## src/rtl/mem_access_pkg.sv

```systemverilog
// mem_access_pkg: shared access-size encodings, FSM states and alignment check
package mem_access_pkg;

    typedef enum logic [1:0] {
        SZ_BYTE = 2'b00,
        SZ_HALF = 2'b01,
        SZ_WORD = 2'b10,
        SZ_ILL  = 2'b11
    } size_e;

    typedef enum logic [1:0] {
        ST_IDLE,
        ST_ACCESS,
        ST_WAIT,
        ST_DONE
    } state_e;

    // Illegal size counts as misaligned so a single fault path covers both.
    function automatic logic is_misaligned(input logic [1:0] size, input logic [1:0] lo);
        return (size == SZ_ILL) || (size == SZ_HALF && lo[0]) || (size == SZ_WORD && lo != 2'b00);
    endfunction

endpackage

```

## src/rtl/mem_lane_align.sv

```systemverilog
// mem_lane_align: byte-enable generation, store replication and load lane extraction
module mem_lane_align
    import mem_access_pkg::*;
(
    input  logic [1:0]  i_size,
    input  logic [1:0]  i_addr_lo,
    input  logic        i_unsigned,
    input  logic [31:0] i_wdata,
    input  logic [31:0] i_rdata,
    output logic [3:0]  o_be,
    output logic [31:0] o_wdata,
    output logic [31:0] o_rdata
);

    logic [31:0] w_lane;

    // Lane selection and extension; the loaded lane is shifted down to bit 0 first.
    always_comb begin
        w_lane  = i_rdata >> {i_addr_lo, 3'b000};
        o_be    = (i_size == SZ_BYTE) ? 4'b0001 << i_addr_lo :
                  (i_size == SZ_HALF) ? (i_addr_lo[1] ? 4'b1100 : 4'b0011) : 4'b1111;
        o_wdata = (i_size == SZ_BYTE) ? {4{i_wdata[7:0]}} :
                  (i_size == SZ_HALF) ? {2{i_wdata[15:0]}} : i_wdata;
        o_rdata = (i_size == SZ_BYTE) ? {{24{w_lane[7] & ~i_unsigned}}, w_lane[7:0]} :
                  (i_size == SZ_HALF) ? {{16{w_lane[15] & ~i_unsigned}}, w_lane[15:0]} : w_lane;
    end

endmodule

```

## src/rtl/mem_access_unit.sv

```systemverilog
// mem_access_unit: CPU load/store sequencer driving a registered memory bus
module mem_access_unit
    import mem_access_pkg::*;
#(
    parameter int READ_LATENCY = 1
) (
    input  logic        iCLK,
    input  logic        iRST_n,
    input  logic        iReq,
    input  logic        iWrite,
    input  logic [1:0]  iSize,
    input  logic        iUnsigned,
    input  logic [31:0] iAddr,
    input  logic [31:0] iWData,
    output logic        oBusy,
    output logic        oDone,
    output logic [31:0] oRData,
    output logic        oMisaligned,
    output logic [31:0] oBadAddr,
    output logic        oReadEnable,
    output logic        oWriteEnable,
    output logic [3:0]  oByteEnable,
    output logic [31:0] oAddress,
    output logic [31:0] oWriteData,
    input  logic [31:0] iReadData
);

    state_e      r_state, w_next;
    logic [2:0]  r_cnt;
    logic        r_write, r_unsigned;
    logic [1:0]  r_size, r_lo;
    logic        w_accept, w_fault, w_wait_end, w_hold;
    logic [1:0]  w_size, w_lo;
    logic [3:0]  w_be;
    logic [31:0] w_wrep, w_rext;

    assign w_accept   = (r_state == ST_IDLE) && iReq && !is_misaligned(iSize, iAddr[1:0]);
    assign w_fault    = (r_state == ST_IDLE) && iReq && is_misaligned(iSize, iAddr[1:0]);
    assign w_wait_end = (r_state == ST_WAIT) && (r_cnt == 3'(READ_LATENCY - 1));
    assign w_hold     = oReadEnable && !w_wait_end;
    // In IDLE the aligner sees the incoming request; afterwards it sees the latched one.
    assign w_size     = (r_state == ST_IDLE) ? iSize : r_size;
    assign w_lo       = (r_state == ST_IDLE) ? iAddr[1:0] : r_lo;
    assign oBusy      = (r_state != ST_IDLE);

    mem_lane_align u_align (
        .i_size     (w_size),
        .i_addr_lo  (w_lo),
        .i_unsigned (r_unsigned),
        .i_wdata    (iWData),
        .i_rdata    (iReadData),
        .o_be       (w_be),
        .o_wdata    (w_wrep),
        .o_rdata    (w_rext)
    );

    // Next-state decode: stores skip WAIT, loads wait READ_LATENCY cycles.
    always_comb begin
        w_next = r_state;
        case (r_state)
            ST_IDLE:   w_next = w_accept ? ST_ACCESS : ST_IDLE;
            ST_ACCESS: w_next = r_write ? ST_DONE : ST_WAIT;
            ST_WAIT:   w_next = w_wait_end ? ST_DONE : ST_WAIT;
            default:   w_next = ST_IDLE;
        endcase
    end

    // State register and WAIT counter.
    always_ff @(posedge iCLK or negedge iRST_n) begin
        if (!iRST_n) begin
            r_state <= ST_IDLE;
            r_cnt   <= '0;
        end else begin
            r_state <= w_next;
            r_cnt   <= (r_state == ST_WAIT && !w_wait_end) ? r_cnt + 3'd1 : 3'd0;
        end
    end

    // Latch the request fields needed after acceptance.
    always_ff @(posedge iCLK or negedge iRST_n) begin
        if (!iRST_n) begin
            r_write    <= 1'b0;
            r_unsigned <= 1'b0;
            r_size     <= '0;
            r_lo       <= '0;
        end else if (w_accept) begin
            r_write    <= iWrite;
            r_unsigned <= iUnsigned;
            r_size     <= iSize;
            r_lo       <= iAddr[1:0];
        end
    end

    // Bus strobes: writes last one cycle, reads hold until the sampling edge.
    always_ff @(posedge iCLK or negedge iRST_n) begin
        if (!iRST_n) begin
            oReadEnable  <= 1'b0;
            oWriteEnable <= 1'b0;
            oByteEnable  <= '0;
            oAddress     <= '0;
            oWriteData   <= '0;
        end else begin
            oReadEnable  <= w_accept ? !iWrite : w_hold;
            oWriteEnable <= w_accept && iWrite;
            oByteEnable  <= w_accept ? w_be : w_hold ? oByteEnable : 4'b0000;
            oAddress     <= w_accept ? {iAddr[31:2], 2'b00} : w_hold ? oAddress : 32'h0;
            oWriteData   <= (w_accept && iWrite) ? w_wrep : 32'h0;
        end
    end

    // Completion, fault pulse and held result registers.
    always_ff @(posedge iCLK or negedge iRST_n) begin
        if (!iRST_n) begin
            oDone       <= 1'b0;
            oMisaligned <= 1'b0;
            oBadAddr    <= '0;
            oRData      <= '0;
        end else begin
            oDone       <= (w_next == ST_DONE);
            oMisaligned <= w_fault;
            oBadAddr    <= w_fault ? iAddr : oBadAddr;
            oRData      <= w_wait_end ? w_rext : oRData;
        end
    end

endmodule

```

## config.mk

```make
export PLATFORM = sky130hd
export DESIGN_NAME = mem_access_unit
export DESIGN_NICKNAME = d
export VERILOG_FILES = /design/src/rtl/mem_access_pkg.sv /design/src/rtl/mem_lane_align.sv /design/src/rtl/mem_access_unit.sv
export SDC_FILE = /design/constraint.sdc
export NUM_CORES = 1
export LEC_CHECK = 0
export ABC_AREA = 1
export ABC_CLOCK_PERIOD_IN_PS = 3390
export BUFFER_PORTS_ARGS = -buffer_cell sky130_fd_sc_hd__buf_2
export CORE_ASPECT_RATIO = 0.75
export CORE_MARGIN = 2
export CORE_UTILIZATION = 50
export DETAILED_ROUTE_END_ITERATION = 8
export GPL_TIMING_DRIVEN = 0
export HOLD_SLACK_MARGIN = 0.1
export MAX_ROUTING_LAYER = met4
export PLACE_DENSITY = 0.82
export SLEW_MARGIN = 20
export SYNTH_ARGS = -nofsm -noshare
export SYNTH_HDL_FRONTEND = slang
export SYNTH_HIERARCHICAL = 1
export SYNTH_SLANG_ARGS = --single-unit
```

## constraint.sdc

```tcl
create_clock -name iCLK -period 3.39 [get_ports iCLK]
set_input_delay 0.339 -clock iCLK [delete_from_list [all_inputs] [get_ports iCLK]]
set_output_delay 0.339 -clock iCLK [all_outputs]
set_load 0.05 [all_outputs]
```

-- Yosys cells after proc, flatten, opt, wreduce, memory -nomap -nowiden
Cells that the tools add are included.
W data, S select, Z words.
- word-level logic and storage cells: 68
- register bits after elaboration: 147
- output and inout port bits: 137
- bitwise gates (word level): 3
- mux-type cells: 20
- add/subtract/negate cells: 1
- reduce and logical (&&, ||, !) cells: 19
- equal/unequal tests: 8
- shifts and indexed selects: 2
- operators by type and width (operator ; number):
    $mux W32 ; 7
    $shr A32 B5 Y32 ; 1
    $mux W4 ; 5
    $logic_and A1 B1 Y1 ; 9
    $eq A2 B2 Y1 const B ; 4
    $eq A2 B1 Y1 const B ; 3
    $pmux W2 S3 ; 1
    $logic_not A2 Y1 ; 2
    $mux W1 ; 4
    $mux W2 ; 2
    $reduce_bool A2 Y1 ; 2
    $shl A1 B2 Y4 const A ; 1
    $add A3 B1 Y3 const B ; 1
    $logic_not A1 Y1 ; 3
    $logic_not A3 Y1 ; 1
    $mux W3 ; 1
    $and A1 B1 Y1 ; 2
    $logic_or A1 B1 Y1 ; 2
    $ne A2 B2 Y1 const B ; 1
    $not A1 Y1 ; 1

-- Logic depth before layout (Yosys ltp)
Gate-level depths: netlist of run 1.
- word-level depth: 9
- mapped depth: 15

-- Hierarchy
Netlist of run 1, hierarchy kept.
- modules (own cells, without submodules) (module ; area each (um^2) ; instances ; cells an instance):
    mem_access_unit ; 5671.7 ; 1 ; 539
    mem_lane_align ; 1178.6 ; 1 ; 246

-- Least setup slack after synthesis of run 1
No wires, ideal clock.
- kind: reg2reg
- start: register r_state[0]
- end: register oRData[20]
- path buffers: 1
- data required time: 3265 ps
- library setup time: 125 ps
- path slack: 618 ps
- cell stages (with the launch flop): 14
- period minus slack after synthesis: 2772 ps
- data arrival time: 2648 ps
- cell sequence: dfrtp_1 > inv_1 > ha_1 > clkinv_1 > o21ai_0 > inv_1 > nand2_1 > nand2_1 > nand2_1 > nand3_2 > nand2_4 > buf_6 > nand3_1 > mux2_2
- cells in the longest elaborated chain, start to end: 6
- elaborated cells between the ends (all ways): 12
- classes of those cells: 2 x eq/ne; 1 x shift; 4 x mux; 2 x bitwise; 3 x reduce/logical
- RTL lines (item ; RTL line ; source):
    from (decl) ; mem_access_unit.sv:28 ; state_e r_state, w_next;
    from (signal assigned) ; mem_access_unit.sv:74 ; r_state <= w_next;
    $logic_not A2 Y1 (*) ; mem_access_unit.sv:43 ; assign w_lo = (r_state == ST_IDLE) ? iAddr[1:0] : r_lo;
    $mux W2 (*) ; mem_access_unit.sv:43 ;
    net w_lo[0] ; mem_access_unit.sv:33 ; logic [1:0] w_size, w_lo;
    $shr A32 B5 Y32 (*) ; mem_lane_align.sv:19 ; w_lane = i_rdata >> {i_addr_lo, 3'b000};
    $and A1 B1 Y1 ; mem_lane_align.sv:25 ; (i_size == SZ_HALF) ? {{16{w_lane[15] & ~i_unsigned}}, w_lane[15:0]} : w_lane;
    $mux W32 ; mem_lane_align.sv:25 ;
    $mux W32 (*) ; mem_lane_align.sv:24 ; o_rdata = (i_size == SZ_BYTE) ? {{24{w_lane[7] & ~i_unsigned}}, w_lane[7:0]} :
    net w_rext[20] ; mem_access_unit.sv:35 ; logic [31:0] w_wrep, w_rext;
    to (signal assigned) ; mem_access_unit.sv:122 ; oRData <= w_wait_end ? w_rext : oRData;
    to (decl) ; mem_access_unit.sv:17 ; output logic [31:0] oRData,
The timed path passes the listed nets; every way through them passes the cells marked *.
A chain may end at the register's enable or synchronous reset.

-- Final worst setup path of run 1
- start: register r_state[0]
- end: register oRData[9]
- cells in the longest elaborated chain, start to end: 5
- elaborated cells between the ends (all ways): 10
- classes of those cells: 1 x eq/ne; 1 x shift; 4 x mux; 1 x bitwise; 3 x reduce/logical
- RTL lines (item ; RTL line):
    $logic_not A2 Y1 (*) ; mem_access_unit.sv:43
    $mux W2 (*) ; mem_access_unit.sv:43
    net w_lo[0] ; mem_access_unit.sv:33
    $shr A32 B5 Y32 (*) ; mem_lane_align.sv:19
    $mux W32 or $and A1 B1 Y1 (tied branches) ; mem_lane_align.sv:25, mem_lane_align.sv:24
    $mux W32 (*) ; mem_lane_align.sv:24
    net w_rext[9] ; mem_access_unit.sv:35
Marks and branches as above.

==> results by group, run 1 <==
Synthesis
  • Ys flop type: dfrtp_1
  • Asr flop ratio synth: 1.00
  • Area share of the largest cell type after synthesis: 0.530
  • Cell taking the most area after synthesis: dfrtp_1
  • Syn avg cell area: 8.73 um2
  • EDFF count, synth: 0
  • Register area share after synthesis: 0.530
  • Yosys warnings: 6
  • Unique masters post-synth: 28
  • Most common cell in the synthesized netlist: nand2_1
  • Dominant cells by area after synthesis: dfrtp_1 (53%), nand2_1 (15%), mux2_2 (5.3%)
  • Post-synthesis instance area: 6850 um2
  • Commonest cells in the netlist: nand2_1 (275), dfrtp_1 (145), inv_1 (66)
  • Syn Inst Count: 785
  • Seq cells post-synth: 145

Floorplanning
  • Die area: 14700 um2
  • Die Span X: 139 um
  • Core Box Area: 13600 um2
  • I/O Pins: 240
  • Row count: 37
  • Chip height: 105 um
  • Initial core utilization: 0.505

Detailed routing
  • Detailed-route wire length per cell: 15.4 um
  • Number of nets still failing antenna checks after routing: 0
  • DRC: 0
  • Drt first pass iters: 7
  • DR iter-0 viols: 540
  • Via Count: 6283
  • Vias/cell: 5.10
  • DRT Wirelength: 18.9 mm

Timing
  • Setup Viol. Count Final: 0
  • Layout Skew: 0.00684 ns
  • Slew Limit Fails: 0
  • WHS: 0.120 ns
  • F_max: 0.352 GHz
  • Relative slew slack: 0.501
  • Fin. Hold Viols: 0
  • Setup TNS: 0 ns
  • RSZ-0062 raised after global routing: false
  • Final min period: 2.84 ns
  • Tightest Pin Transition: 0.741 ns
  • Fin crit share: 0.838

Clock network
  • Worst skew pair latency: 0.42 ns
  • Clock Sinks: 145
  • CTS Buffer Depth: 2
  • Clock slew at reported path FFs: 0.06 ns
  • Root Driver: clkbuf_16
  • CTS HTree Levels: 4
  • Post-cts resize count: 0
  • CTS tree: yes
  • TritonCTS buffer count: 17

Pwr
  • Leakage: 5.31 nW
  • Pwr Density: 1050 nW/um2
  • PnR Total Power: 9.40 mW
  • VDD IR max: 0.740 mV

Placed design
  • Placed insts: 1199
  • Final GP Congestion: 0.944
  • DP HPWL: 13.9 mm
  • Port Buffers: 237

Global route
  • Largest net degree at the start of global routing: 89
  • GRT Overall Usage: 0.272
  • First-pass GRT wire length: 30.6 mm
  • Vias in the first global route: 6080
  • Grt ovf: 0
  • Initial antenna violation count: 0

Final layout
  • N_diodes: 0
  • Share of layout cells above drive strength 1: 0.357
  • Final net count: 1153
  • Area grow syn2layout: 30.5%
  • Fillcell total: 1120
  • Post-Layout Cell Count: 1232
  • Layout Utilization: 0.659

Worst setup path
  • R2r setup slk: 0.55 ns
  • CP startpoint kind: flip-flop
  • Worst Path Max Fanout: 10
  • Data arrival time of the worst path: 3.14 ns
  • Setup crit end kind: flip-flop
  • CP required: 3.69 ns
  • Critical path class: flip-flop to flip-flop

Worst hold path
  • Hold crit path type: input pin to flip-flop

Status
  • Status: completed

Flow run
  • Max cap viols: 0
[per-layer routing]
metal / track usage / vias to the layer above / routed length [um]
met1: 0.361 / 2936 / 8230
li1: - / 2971 / -
met4: 0.105 / 0 / 380
met5: - / - / 0
met3: 0.0600 / 39 / 1560
met2: 0.414 / 337 / 8770
[repair_timing]
item,4_1_cts,5_1_grt
hold endpoints to repair,57,0
buffers inserted,0,0
hold buffers,1,0
[flip-flops by register name (all words and copies together), names as in the netlist, 2 cells and up]
signal / cells
r_size: 2
oByteEnable: 4
oAddress: 30
oWriteData: 32
oBadAddr: 32
r_lo: 2
r_state: 2
r_cnt: 3
oRData: 32
[layout by cell type, fill, tap and decap left out, types with 12 or more instances in the layout]
cell type	n
nand2_1	275
buf_2	247
dfrtp_1	145
inv_1	66
o21ai_0	53
nand3_1	53
nor2_1	44
mux2_2	32
clkbuf_16	17
o211ai_1	16
buf_4	15
buf_6	12
[worst paths after layout]
check	from	to	cells after the start
setup / recovery	r_state[0]	oRData[9]	13
hold / removal	iUnsigned	r_unsigned	3
setup reg to reg	r_state[0]	oRData[9]	13
hold reg to reg	r_cnt[0]	r_cnt[0]	1
max in group asynchronous	iRST_n	oRData[9]	3
min in group asynchronous	iRST_n	oAddress[9]	2
[power by group]
| group | internal, mW | switching [mW] | total (mW) |
|---|---|---|---|
| sequential | 2.21 | 0.232 | 2.45 |
| combinational | 1.39 | 3.56 | 4.95 |
| clock | 1.24 | 0.755 | 2.00 |
| total | 4.85 | 4.55 | 9.40 |
[cell families (layout without fill, tap and decap cells)]
kind of cell	count (synthesis)	in the layout	share of synthesized area
adders and majority gates	6	6	0.0110
and+or+nand+nor	397	397	0.244
muxes	32	32	0.0526
buffers and inverters	125	396	0.0970
DFF	145	145	0.530
xor gates and xnor gates	1	1	0.00128
other	1	2	0.000547
AOI/OAI and AO/OA	78	78	0.0639
[layout make-up]
class | instances | area, um2 | area share
Sequential cell | 145 | 3630 | 0.406
Multi-Input combinational cell | 516 | 2560 | 0.287
Timing Repair Buffer | 239 | 1230 | 0.138
Clock buffer | 17 | 425 | 0.0476
Buffer | 48 | 368 | 0.0412
Inverter | 77 | 297 | 0.0332
Tap cell | 175 | 219 | 0.0245
Clock inverter | 15 | 206 | 0.0231
[stage by stage]
stage                     instance area (um2)  setup WS [ns]
final                                    8940          0.548
after global routing                     8940          0.260
after CTS                                8940          0.537
after detailed placement                 8300          0.565
after global placement                   8260        -0.0822
after floorplan                          6850          0.618
[worst max-delay path, stage by stage, from the launching register on]
cell and delay, ns:
dfrtp_1 0.40, inv_1 0.09, ha_1 0.18, clkinv_1 0.21
o21ai_0 0.66, inv_1 0.19, buf_6 0.20, nand2_4 0.08
inv_2 0.06, nand2_1 0.06, o21ai_0 0.08, o21ai_0 0.16
nand2_1 0.10, mux2_2 0.27
No activity file was read; power rests on OpenSTA's default activity.
==> run 2: changes to the inputs <==
--- a/config.mk
+++ b/config.mk
@@ -5,8 +5,8 @@
 export SDC_FILE = /design/constraint.sdc
 export NUM_CORES = 1
 export LEC_CHECK = 0
-export ABC_AREA = 1
-export ABC_CLOCK_PERIOD_IN_PS = 3390
+export ABC_AREA = 0
+export ABC_CLOCK_PERIOD_IN_PS = 2800
 export BUFFER_PORTS_ARGS = -buffer_cell sky130_fd_sc_hd__buf_2
 export CORE_ASPECT_RATIO = 0.75
 export CORE_MARGIN = 2
@@ -15,7 +15,7 @@
 export GPL_TIMING_DRIVEN = 0
 export HOLD_SLACK_MARGIN = 0.1
 export MAX_ROUTING_LAYER = met4
-export PLACE_DENSITY = 0.82
+export PLACE_DENSITY = 0.81
 export SLEW_MARGIN = 20
 export SYNTH_ARGS = -nofsm -noshare
 export SYNTH_HDL_FRONTEND = slang
==> constraint.sdc (replaced) <==
create_clock -name iCLK -period 2.8 [get_ports iCLK]
set_input_delay 0.28 -clock iCLK [delete_from_list [all_inputs] [get_ports iCLK]]
set_output_delay 0.28 -clock iCLK [all_outputs]
set_load 0.05 [all_outputs]
==> results by group, run 2 <==
Clock network
  • CTS tree: yes
  • CTS HTree Levels: 4
  • CTS Buffer Depth: 2
  • Root Driver: clkbuf_16
  • Clock slew at reported path FFs: 0.07 ns
  • Clock Sinks: 145
  • Worst skew pair latency: 0.42 ns
  • TritonCTS buffer count: 17

Detailed routing
  • Vias/cell: 5.34
  • Detailed-route wire length per cell: 18.7 um
  • Via Count: 5458
  • Number of nets still failing antenna checks after routing: 0
  • DRT Wirelength: 19.1 mm
  • DRC: 0
  • Drt first pass iters: 5
  • DR iter-0 viols: 201

Floorplanning
  • Die Span X: 142 um
  • Die area: 15200 um2
  • Row count: 37
  • I/O Pins: 240
  • Initial core utilization: 0.515
  • Core Box Area: 13800 um2
  • Chip height: 107 um

Flow run
  • Max cap viols: 0

Pwr
  • Sequential group share of total power: 0.263
  • VDD IR max: 0.717 mV
  • Combinational Power Share: 0.548
  • P_int: 6.07 mW
  • Pwr Density: 1230 nW/um2
  • P_sw: 5.43 mW
  • Leakage: 5.13 nW
  • Net Sw Frac: 0.472
  • Clock share of power: 0.190

Timing
  • Setup TNS: 0 ns
  • Relative slew slack: 0.596
  • Layout Skew: 0.0128 ns
  • Slew Limit Fails: 0
  • F_max: 0.375 GHz
  • Fin crit share: 0.953
  • Final min period: 2.67 ns
  • Tightest Pin Transition: 0.607 ns
  • Final worst slack: 0.132 ns
  • Fin. Hold Viols: 0
  • RSZ-0062 raised after global routing: false
  • Setup Viol. Count Final: 0

Final layout
  • Fillcell total: 1029
  • Area grow syn2layout: 31.3%
  • Most common cell after layout, fill and taps aside: buf_2
  • Final net count: 942
  • Final Cell Area: 9360 um2
  • Share of layout cells above drive strength 1: 0.541
  • Biggest registers after layout: oBadAddr x32, oRData x32, oWriteData x32
  • Commonest non-fill, non-tap cells in the layout: buf_2 (245), dfrtp_1 (145), mux2_2 (96)

Worst setup path
  • Critical path class: flip-flop to flip-flop
  • CP startpoint kind: flip-flop
  • Data arrival time of the worst path: 2.97 ns
  • Worst Path Max Fanout: 8
  • CP required: 3.10 ns
  • Setup crit end kind: flip-flop
  • Register-to-Register Path Depth: 8

Synthesis
  • Dominant cells by area after synthesis: dfrtp_1 (51%), mux2_2 (15%), mux2_4 (9.5%)
  • Post-synthesis instance area: 7130 um2
  • Unique masters post-synth: 40
  • Area share of the largest cell type after synthesis: 0.509
  • Syn Inst Count: 554
  • Seq cells post-synth: 145
  • Most common cell in the synthesized netlist: dfrtp_1
  • Yosys warnings: 6
  • Commonest cells in the netlist: dfrtp_1 (145), mux2_2 (96), and3_1 (68)
  • Asr flop ratio synth: 1.00
  • Register area share after synthesis: 0.509
  • EDFF count, synth: 0
  • Ys flop type: dfrtp_1
  • Syn avg cell area: 12.9 um2
  • Cell taking the most area after synthesis: dfrtp_1

Placed design
  • Final GP Congestion: 0.885
  • DP HPWL: 13.6 mm
  • Port Buffers: 237
  • Setup Slack @ Placement: 0.0870 ns
  • Placed inst area: 8570 um2

Global route
  • GRT Overall Usage: 0.265
  • Vias in the first global route: 5628
  • First-pass GRT wire length: 30.1 mm
  • Initial antenna violation count: 2
  • Largest net degree at the start of global routing: 89
  • Grt ovf: 0

Status
  • Status: completed

Worst hold path
  • Hold Path Stages: 2
  • Hold crit path type: input pin to flip-flop
run 2: cell count changes after synthesis, moves of 9 or more:
| cell | previous run | this run |
|---|---|---|
| inv_2 | 9 | 0 |
| nor2_1 | 44 | 16 |
| mux2_2 | 32 | 96 |
| inv_1 | 66 | 6 |
| mux2_4 | 0 | 45 |
| and3_1 | 0 | 68 |
| o21ai_0 | 53 | 21 |
| nand3_1 | 53 | 0 |
| nand2_1 | 275 | 34 |
| nand2_2 | 11 | 0 |
| mux2i_1 | 0 | 20 |
| o211ai_1 | 16 | 0 |
run 2: worst paths after layout:
path | start | end | slack, ns
max | r_state[0] | oRData[14] | 0.13
min | iAddr[27] | oBadAddr[27] | 0.11
max reg2reg | r_state[0] | oRData[14] | 0.13
min reg2reg | oRData[10] | oRData[10] | 0.50
max in group asynchronous | iRST_n | r_size[1] | 1.64
min in group asynchronous | iRST_n | oAddress[8] | 0.37
run 2: cells by family (layout without fill, tap and decap cells):
| family | count (synthesis) | after routing | share of synthesized area |
|---|---|---|---|
| and+or+nand+nor | 134 | 134 | 0.104 |
| adders and majority gates | 6 | 6 | 0.0105 |
| buffers and inverters | 55 | 346 | 0.0490 |
| AOI/OAI and AO/OA | 52 | 52 | 0.0525 |
| other | 1 | 4 | 0.000526 |
| muxes | 161 | 161 | 0.275 |
| DFF | 145 | 145 | 0.509 |
run 2: per-layer routing:
layer	global-route usage	part of all wire	vias up	routed length [um]
li1	-	-	2507	-
met1	0.353	0.46	2730	8830
met2	0.407	0.47	199	8890
met3	0.0654	0.059	22	1120
met4	0.0764	0.014	0	267
met5	-	0	-	0
run 2: repair_timing:
action                     CTS  global route
setup endpoints to repair    0             3
gates resized for setup      0             1
hold buffers                20             1
hold endpoints to repair    81             1
setup buffers                0             0
run 2: critical path, stage by stage (launching register included):
cell,delay (ns)
dfrtp_1,0.41
inv_1,0.09
ha_1,0.32
mux2_2,0.38
buf_2,0.17
or2_2,0.38
a221oi_4,0.41
nor2_1,0.12
mux2_2,0.27
run 2: cell type report:
cell class	instances	area, um2	share of cell area
Sequential cell	145	3630	0.388
Multi-Input combinational cell	355	3150	0.337
Timing Repair Buffer	259	1430	0.153
Clock buffer	17	425	0.0455
Buffer	49	327	0.0349
Tap cell	175	219	0.0234
Clock inverter	15	141	0.0151
Inverter	6	22.5	0.00241
Antenna cell	2	5.00	0.000535
run 2: power groups by stage:
stage / clock (mW) / sequential, mW / combinational, mW
final: 2.18 / 3.02 / 6.30
after global routing: 2.31 / 3.09 / 6.67
after CTS: 2.21 / 3.02 / 6.28
after detailed placement: 0 / 3.04 / 6.25
after global placement: 0 / 3.02 / 6.15
after floorplan: 0 / 4.93 / 2.84
run 2: stage by stage:
stage / power, mW / hold WS [ns] / instances / util
global placement: 9.17 / 0.482 / 967 / 0.617
floorplan: 7.77 / -0.0156 / 555 / -
global route: 12.1 / 0.103 / 1023 / 0.676
CTS: 11.5 / 0.100 / 1020 / 0.675
detailed placement: 9.29 / 0.231 / 968 / 0.619
finish: 11.5 / 0.115 / 1023 / 0.676
